### src/rtl/nibble_packer.sv
// rtl/nibble_packer.sv - scatters per-lane nibbles into 8 slots and emits 32-bit words
// A word leaves when all slots are filled or when a flush arrives with a partial mask.
module nibble_packer #(
  parameter int LANES = 4
) (
  input  logic                 clk,
  input  logic                 reset,
  input  logic [4*LANES-1:0]   nibble_in,
  input  logic [3*LANES-1:0]   pos,
  input  logic [LANES-1:0]     lane_valid,
  input  logic                 in_valid,
  input  logic                 flush,
  output logic                 in_ready,
  output logic [31:0]          data_out,
  output logic [7:0]           out_mask,
  output logic                 out_valid,
  input  logic                 out_ready,
  output logic                 overwrite,
  output logic [7:0]           word_cnt
);

  typedef enum logic {IDLE, FILL} state_t;

  state_t      state, state_next;
  logic [31:0] asm_q;
  logic [7:0]  fm_q;

  logic [31:0] post_asm;
  logic [7:0]  post_fm;
  logic [2:0]  slot;
  logic        hit;
  logic        out_free;
  logic        accept;
  logic        beat_emit;
  logic        solo_emit;
  logic        emit;
  logic [31:0] emit_asm;
  logic [7:0]  emit_fm;
  logic [31:0] fill_bits;

  assign out_free = !out_valid || out_ready;
  assign in_ready = !reset && out_free;
  assign accept   = in_valid && in_ready;

  // Lanes apply in index order so the highest lane wins a shared slot; the running
  // mask catches both same-beat collisions and writes over earlier beats.
  always_comb begin
    post_asm = asm_q;
    post_fm  = fm_q;
    hit      = 1'b0;
    slot     = 3'd0;
    for (int i = 0; i < LANES; i++) begin
      if (lane_valid[i]) begin
        slot = pos[3*i +: 3];
        if (post_fm[slot]) hit = 1'b1;
        post_asm[4*slot +: 4] = nibble_in[4*i +: 4];
        post_fm[slot] = 1'b1;
      end
    end
  end

  assign beat_emit = accept && ((post_fm == 8'hFF) || (flush && (post_fm != 8'h00)));
  assign solo_emit = !in_valid && flush && (state == FILL) && out_free;
  assign emit      = beat_emit || solo_emit;
  assign emit_asm  = accept ? post_asm : asm_q;
  assign emit_fm   = accept ? post_fm : fm_q;

  always_comb begin
    fill_bits = 32'd0;
    for (int k = 0; k < 8; k++) fill_bits[4*k +: 4] = {4{emit_fm[k]}};
  end

  always_comb begin
    state_next = state;
    if (emit)
      state_next = IDLE;
    else if (accept && (post_fm != 8'h00))
      state_next = FILL;
  end

  always_ff @(posedge clk) begin
    if (reset) state <= IDLE;
    else       state <= state_next;
  end

  always_ff @(posedge clk) begin
    if (reset) begin
      asm_q     <= 32'd0;
      fm_q      <= 8'd0;
      data_out  <= 32'd0;
      out_mask  <= 8'd0;
      out_valid <= 1'b0;
      overwrite <= 1'b0;
      word_cnt  <= 8'd0;
    end else begin
      overwrite <= accept && hit;
      if (emit) begin
        data_out  <= emit_asm & fill_bits;
        out_mask  <= emit_fm;
        out_valid <= 1'b1;
        asm_q     <= 32'd0;
        fm_q      <= 8'd0;
        word_cnt  <= word_cnt + 8'd1;
      end else begin
        if (out_valid && out_ready) out_valid <= 1'b0;
        if (accept) begin
          asm_q <= post_asm;
          fm_q  <= post_fm;
        end
      end
    end
  end

endmodule

### config.mk
export PLATFORM = sky130hd
export DESIGN_NAME = nibble_packer
export DESIGN_NICKNAME = d
export VERILOG_FILES = /design/src/rtl/nibble_packer.sv
export SDC_FILE = /design/constraint.sdc
export NUM_CORES = 1
export LEC_CHECK = 0
export BUFFER_PORTS_ARGS = -buffer_cell sky130_fd_sc_hd__buf_4
export CAP_MARGIN = 20
export CELL_PAD_IN_SITES_DETAIL_PLACEMENT = 2
export CELL_PAD_IN_SITES_GLOBAL_PLACEMENT = 2
export CORE_MARGIN = 2
export CORE_UTILIZATION = 30
export CTS_BUF_LIST = sky130_fd_sc_hd__clkbuf_16
export CTS_CLUSTER_SIZE = 20
export DETAILED_ROUTE_END_ITERATION = 7
export MAX_ROUTING_LAYER = met4
export PLACE_DENSITY = 0.75
export REMOVE_ABC_BUFFERS = 1
export SLEW_MARGIN = 20
export SYNTH_ARGS = -nofsm -noshare
export SYNTH_HDL_FRONTEND = slang
export SYNTH_SLANG_ARGS = --single-unit
### constraint.sdc
create_clock -name clk -period 3.9 [get_ports clk]
set_clock_uncertainty 0.1 [all_clocks]
set_input_delay 0.78 -clock clk [delete_from_list [all_inputs] [get_ports clk]]
set_output_delay 0.78 -clock clk [all_outputs]
set_load 0.1 [all_outputs]
-- After elaboration in Yosys (flattened, before gate mapping)
Cells that the tools add are included.
- register bits: 91
- input bits: 37
- output and inout port bits: 51
- logic and storage cells: 98
- add/sub/neg operators: 5
- magnitude comparators: 8
- equal/unequal tests: 1
- shift-type cells: 8
- mux-type cells: 40
- bitwise gates (word level): 5
- reduce and logical (&&, ||, !) cells: 23
- operators with widths (cell ; number):
    two-way mux 32 bit ; 5
    negation 5 -> 34 bit ; 4
    variable shift 4 x 34 -> 32 bit (first input constant) ; 4
    variable part select 4 x 34 -> 32 bit ; 4
    bitwise mux 32 bit ; 4
    two-way mux 8 bit ; 5
    bitwise AND 32 bit ; 1
    bitwise OR 8 bit ; 4
    two-way mux 1 bit ; 18
    less-than comparator 3 x 4 -> 1 bit (second input constant) ; 4
    logical AND 1 bit ; 14
    binary-select mux 1 bit (select 3 bit) ; 4
    demux 1 bit (select 3 bit) ; 4
    greater-or-equal comparator 3 x 1 -> 1 bit (second input constant) ; 4
    adder 8 x 1 -> 8 bit (second input constant) ; 1
    equality test 8 bit (second input constant) ; 1
    nonzero test 8 bit ; 1
    logical NOT 1 bit ; 3
    logical OR 1 bit ; 3
    nonzero test 2 bit ; 1
    OR reduction 2 bit ; 1

-- Logic depth before layout (Yosys ltp)
Gate-level depths: netlist of the first run.
- word-level depth: 18
- depth in mapped cells: 13
- mapped depth without buffers: 11

-- Worst setup path after synthesis of the first run
No wires, ideal clock.
- kind: register to register
- from: register out_valid
- to: register word_cnt[4]
- setup time: 0.123 ns
- arrival time: 3.662 ns
- data required time: 3.677 ns
- path slack: 0.015 ns
- stages on the path, launching flop included: 10
- cell sequence: dfxtp_1 > nor2b_1 > nor2_1 > nand2_1 > a21oi_1 > and4bb_1 > or2_1 > buf_6 > nand4_1 > mux2_1
- cells in the longest elaborated chain, start to end: 6
- elaborated cells between the ends (all ways): 7
- RTL lines (item ; line ; source):
    from (decl) ; 16 ; output logic out_valid,
    from (signal assigned) ; 92 ; out_valid <= 1'b0;
    from (signal assigned) ; 100 ; out_valid <= 1'b1;
    from (signal assigned) ; 105 ; if (out_valid && out_ready) out_valid <= 1'b0;
    logical NOT 1 bit ; 41 ; assign out_free = !out_valid || out_ready;
    logical OR 1 bit ; 41 ;
    logical AND 1 bit ; 42 ; assign in_ready = !reset && out_free;
    named net in_ready ; 13 ; output logic in_ready,
    logical AND 1 bit ; 43 ; assign accept = in_valid && in_ready;
    logical AND 1 bit ; 62 ; assign beat_emit = accept && ((post_fm == 8'hFF) || (flush && (post_fm != 8'h00)));
    logical OR 1 bit ; 64 ; assign emit = beat_emit || solo_emit;
    to (signal assigned) ; 103 ; word_cnt <= word_cnt + 8'd1;
    to (decl) ; 19 ; output logic [7:0] word_cnt
The timed path passes the listed nets, and every way through them passes these cells.
A chain may end at the register's enable or synchronous reset.

-- Worst setup path in the final report of the first run
- from: input port pos[3]
- to: register data_out[31]
- cells in the longest elaborated chain, start to end: 15
- elaborated cells between the ends (all ways): 29
- RTL lines (item ; line ; source):
    from (decl) ; 9 ; input logic [3*LANES-1:0] pos,
    less-than comparator 3 x 4 -> 1 bit (not written as such) / greater-or-equal comparator 3 x 1 -> 1 bit (equally long branches) ; 57 ; post_fm[slot] = 1'b1;
    logical AND 1 bit (not written as such) ; 57 ;
    two-way mux 1 bit (not written as such) ; 57 ;
    demux 1 bit (select 3 bit) ; 57 ;
    bitwise OR 8 bit (no source line) ; -- ;
    two-way mux 8 bit ; 53 ; if (lane_valid[i]) begin
    bitwise OR 8 bit (no source line) ; -- ;
    two-way mux 8 bit ; 53 ;
    bitwise OR 8 bit (no source line) ; -- ;
    two-way mux 8 bit ; 53 ;
    nonzero test 8 bit ; 62 ;
    logical AND 1 bit ; 62 ;
    logical OR 1 bit ; 62 ;
    logical AND 1 bit ; 62 ;
    logical OR 1 bit ; 64 ;
    to (signal assigned) ; 98 ; data_out <= emit_asm & fill_bits;
    to (decl) ; 14 ; output logic [31:0] data_out,
Parallel ways exist; a longest one is shown, timed or not.

==> results of run 1 <==
## synth_stat cells, types with 5 or more instances
cell	n	area [um2]
nand3_1	42	210
and2_1	13	81.3
nor3_1	18	90.1
a22o_1	8	70.1
nand2b_1	5	31.3
o211ai_1	11	82.6
a31oi_1	9	56.3
nor2b_1	7	43.8
dfxtp_1	91	1820
and3_1	16	100
a211oi_1	12	90.1
or3_1	11	68.8
o22ai_1	11	68.8
clkbuf_1	20	75.1
a21oi_1	59	295
nand4_1	12	75.1
nor2_1	82	308
o21ai_0	23	115
buf_2	12	60.1
nand2_1	90	338
nor4bb_1	5	50.1
buf_1	5	18.8
inv_1	22	82.6
a221oi_1	10	87.6
mux2i_1	30	300
nor3b_1	6	45.0
o2bb2ai_1	19	166
ha_1	22	275
## cells by family after synthesis
kind of cell,count (synthesis)
simple gates,335
buf+inv,68
flops,91
mux,36
xor+xnor,4
fa+ha+maj,22
compound gates,215
## per-layer routing
metal / part of all wire / vias up / GRT usage
met5: 0 / - / -
met4: 0.021 / 0 / 0.0840
met3: 0.037 / 42 / 0.0334
met2: 0.50 / 150 / 0.434
met1: 0.44 / 3298 / 0.323
li1: - / 3039 / -
## worst max-delay path by stage
stage	to
global route	data_out[28]
global placement	asm_q[31]
detailed placement	data_out[31]
CTS	data_out[31]
finish	data_out[31]
floorplan	word_cnt[4]
## final cells by class
cell class                      instances  area [um2]  share of cell area
Multi-Input combinational cell        612        3930               0.533
Inverter                               24        90.1              0.0122
Tap cell                              265         332              0.0450
Clock inverter                          7        71.3             0.00968
Sequential cell                        91        1820               0.247
Clock buffer                            9         225              0.0306
Timing Repair Buffer                  117         903               0.123
## sequential cells by signal (all words and copies together) (netlist names)
signal and count:
out_valid 1, out_mask 8, word_cnt 8, data_out 32
asm_q 32, overwrite 1, fm_q 8, state 1
## where the power goes
| group | total [uW] | switching [uW] | internal [uW] |
|---|---|---|---|
| Combinational | 573 | 388 | 186 |
| Clock | 895 | 399 | 496 |
| Sequential | 976 | 20.8 | 955 |
| Total | 2440 | 808 | 1640 |
## stage by stage
step	std cells	setup TNS, ns
final	1125	0
after detailed placement	1109	0
after floorplan	727	-63.22
after global placement	1109	0
after CTS	1125	0
after global routing	1125	0
## worst register-to-register path: cells and delay by family, from the launching register on
kind / cells / cell delay (ns)
AO/OA/AOI/OAI: 5 / 1.18
buffers and inverters: 2 / 0.40
flip-flops: 1 / 0.36
AND/OR/NAND/NOR: 3 / 0.81
==> run summary, run 1 <==
CTS tree: built
Setup Crit Path Kind: in2reg
Crit end category: flip-flop
Die extent in x: 146 um
Gate Count Post-Synth: 771
Async S/R FF share, synth: 0
Pin count of the biggest net entering global routing: 45
Worst R2R Setup Slack: 0.99 ns
Initial antenna violation count: 1
NumNets Final: 914
WL/cell: 23.7 um
Vias in the first global route: 7147
Hold_ws: 0.358 ns
CP peak stage delay: 0.58 ns
Post-Route Utilization: 0.375
Synth unique cells: 77
Share of the yosys chip area belonging to registers: 0.301
Setup WS post-layout: 0.469 ns
Clock latency on the worst-skew pair: 0.36 ns
Hold WC Path Type: reg2reg
Cell count along the critical path: 12
Main combinational cell family by area after synthesis: simple AND/OR/NAND/NOR gates
Post-Synth Simple-Gate Area: 0.280
Via count: 6529
DRC viols: 0
Max IR drop VDD: 0.207 mV
DR pass1 iterations: 5
Effective utilization at floorplan: 0.308
Hold EP: data_out[7]
R2R cell count: 10
CORE AREA: 19700 um2
Highest-count cells in the layout ignoring fill and taps: 115 x buf_4, 91 x dfxtp_1, 90 x nand2_1, 82 x nor2_1, 59 x a21oi_1
CP Launch Point: pos[3]
Final Total Pwr: 2440 uW
Fillcell total: 2301
Clock period minus worst slack: 3.43 ns
Commonest non-fill, non-tap cell in the layout: buf_4
# setup viols final: 0
Post-Synth Adder-Cell Area: 0.0454
Cell family with most CP delay: simple AND/OR/NAND/NOR gates
ANT nets after route: 0
Setup slack at placement: 0.195 ns
Crit path buf inv count: 3
Total clock sinks: 91
Die Area: 21400 um2
Longest Clk Path Bufs: 2
PwrDens: 332 nW/um2
Placed cell area: 7070 um2
CTS root buf: clkbuf_16
Critical-path maximum fanout: 23
Synth warn: 0
Worst hold start: data_out[7]
Max Slew Vio Count: 0
Share of cells above drive strength 1: 0.172
Outcome: complete, no violations
Final instance area: 7370 um2
Syn-to-layout area delta: 21.6%
Crit path DAT: 3.64 ns
Leak: 0.00297 uW
Mux contribution to synthesized area: 0.0681
IO Port Bufs: 87
GRT Total Usage: 0.258
Final worst path period share: 0.880
Critical R2R Launch: fm_q[7]
R2r endpoint: data_out[17]
Mean post-synth cell area: 7.86 um2
Req. time, crit path: 4.11 ns
Ant. Diodes: 0
Dominant synthesized flop cell: dfxtp_1
Worst slew pin tran: 0.627 ns
Flops & latches, synth: 91
Hold buffers post-CTS: 0
Number of flops mapped to enable cells by yosys: 0
First-pass GRT wire length: 42100 um
Crit-path slowest cell: nor3b_1
Mapped cell area: 6060 um2
Routability cong.: 0.956
Post-Route WL: 26700 um
Row count: 51
XOR/XNOR Fraction of Synth Area: 0.00578
Total CTS buffers: 9
Io pins: 88
Slew HR: 0.581
Max cap viols: 0
CP startpoint kind: input pin
H-Tree Depth: 3
Critical path, cell by cell: buf_4 -> inv_1 -> ha_1 -> ha_1 -> nor3b_1 -> nand2_1 -> nor4b_1 -> buf_4 -> a221oi_1 -> o21ai_0 -> a22o_1 -> a22o_1
Initial DRC Count: 468
Post-CTS Setup Inserts: 0
CTS resizes: 0
Worst Hold Path Cells: 2
Detail Placement HPWL: 20800 um
Compound-Gate Fraction of Synth Area: 0.249
GRT Residual Overflow: 0
Fmax: 291 MHz
Clock transition at path regs: 0.07 ns
RSZ-0062 raised after global routing: false
Chip height: 146 um
Drt via density: 5.80
Fin. Hold Viols: 0
(Power assumes the default switching activity.)
==> inputs of run 2 (changes only) <==
--- a/config.mk
+++ b/config.mk
@@ -5,10 +5,11 @@
 export SDC_FILE = /design/constraint.sdc
 export NUM_CORES = 1
 export LEC_CHECK = 0
-export BUFFER_PORTS_ARGS = -buffer_cell sky130_fd_sc_hd__buf_4
+export BUFFER_PORTS_ARGS = -buffer_cell sky130_fd_sc_hd__buf_2
 export CAP_MARGIN = 20
 export CELL_PAD_IN_SITES_DETAIL_PLACEMENT = 2
 export CELL_PAD_IN_SITES_GLOBAL_PLACEMENT = 2
+export CORE_ASPECT_RATIO = 1.25
 export CORE_MARGIN = 2
 export CORE_UTILIZATION = 30
 export CTS_BUF_LIST = sky130_fd_sc_hd__clkbuf_16
==> run 2 against run 1 <==
Die area is essentially flat. Non-clock buffer count rose by 8. Sequential share of layout area is 0.58 points higher. Cell count increased by 1.1%. Setup slack worse by 0.18 ns. Via count rose by 0.46%. Highest routed layer unchanged.
==> run summary, run 2 (same netlist as run 1, synthesis figures left out) <==
Outcome: complete, no violations
Crit end category: flip-flop
Longest Clk Path Bufs: 2
NumNets Final: 922
# setup viols final: 0
Hold buffers post-CTS: 0
Max Slew Vio Count: 0
Fmax: 277 MHz
Initial DRC Count: 523
Clock transition at path regs: 0.07 ns
PwrDens: 339 nW/um2
Highest-count cells in the layout ignoring fill and taps: 91 x dfxtp_1, 90 x nand2_1, 87 x buf_2, 82 x nor2_1, 59 x a21oi_1
Post-Route WL: 26500 um
Fin. Hold Viols: 0
Leak: 0.00296 uW
Initial antenna violation count: 0
Cells after DPL: 1122
Chip height: 163 um
Clock latency on the worst-skew pair: 0.36 ns
Max cap viols: 0
Worst slew pin tran: 0.906 ns
RSZ-0062 raised after global routing: false
Highest metal used: met4
CP startpoint kind: input pin
Effective utilization at floorplan: 0.304
Final Total Pwr: 2440 uW
Max IR drop VDD: 0.203 mV
DRC viols: 0
Routability cong.: 0.950
H-Tree Depth: 3
Setup TNS: 0 ns
Die extent in x: 131 um
Req. time, crit path: 4.04 ns
Drt via density: 5.77
WL met3: 850 um
First-pass GRT wire length: 41400 um
GRT Residual Overflow: 0
Post-Route Utilization: 0.361
Largest regs: asm_q x32, data_out x32
Final worst path period share: 0.925
Metal1 wirelength: 11800 um
Syn-to-layout area delta: 18.8%
WL/cell: 23.3 um
Crit path DAT: 3.75 ns
Post-route insts no fill: 1137
Die Area: 21400 um2
Total CTS buffers: 9
Setup WS post-layout: 0.292 ns
CTS tree: built
Ant. Diodes: 0
Via count: 6559
Post-CTS Setup Inserts: 0
Share of cells above drive strength 1: 0.180
Detail Placement HPWL: 20300 um
Pin count of the biggest net entering global routing: 45
Vias in the first global route: 6891
Commonest non-fill, non-tap cell in the layout: dfxtp_1
Wire length on met2: 13200 um
Critical-path maximum fanout: 15
Setup Crit Path Kind: in2reg
CORE AREA: 20000 um2
Io pins: 88
CTS resizes: 0
IO Port Bufs: 87
Clock period minus worst slack: 3.61 ns
CTS root buf: clkbuf_16
Setup slack at placement: -0.0512 ns
Slew HR: 0.396
Total clock sinks: 91
DR pass1 iterations: 5
Hold WC Path Type: reg2reg
ANT nets after route: 0
GRT Total Usage: 0.258
Row count: 58
Worst R2R Setup Slack: 0.80 ns
==> run 2: where the power goes <==
part           internal, uW  switching [uW]
registers               955            19.2
logic                   173             390
clock network           494             409
total                  1620             818
==> run 2: metrics by stage <==
step	area, um2	hold slack, ns
finish	7200	0.355
global route	7200	0.378
CTS	7200	0.360
detailed placement	6910	0.341
global placement	6910	0.339
floorplan	5840	0.329
==> run 2: worst max-delay path, stage by stage <==
cell and delay [ns]:
buf_2 0.26, inv_1 0.22, ha_1 0.25, ha_1 0.49
nand3_1 0.12, nor2_1 0.48, o211ai_1 0.19, o21a_1 0.17
a222oi_1 0.50, or3_1 0.20, a21oi_1 0.06
==> run 2: path summary, 6_finish.rpt <==
kind / startpoint / endpoint / cells past startpoint
min reg2reg: out_mask[2] / out_mask[2] / 2
max reg2reg: fm_q[7] / word_cnt[5] / 9
max: pos[3] / data_out[5] / 11
min: out_mask[2] / out_mask[2] / 2
==> run 2: final cells by class <==
type / instances / area, um2
clock buffers: 9 / 225
clock inverters: 6 / 65.1
fillers: 2344 / 12800
inverters: 24 / 90.1
multi-input cells: 612 / 3930
flip-flops and latches: 91 / 1820
well taps: 270 / 338
repair buffers: 125 / 733
==> run 2: layer usage <==
layer / GRT usage / vias up
met4: 0.0820 / 0
met5: - / -
met1: 0.316 / 3307
met3: 0.0293 / 39
li1: - / 3061
met2: 0.445 / 152
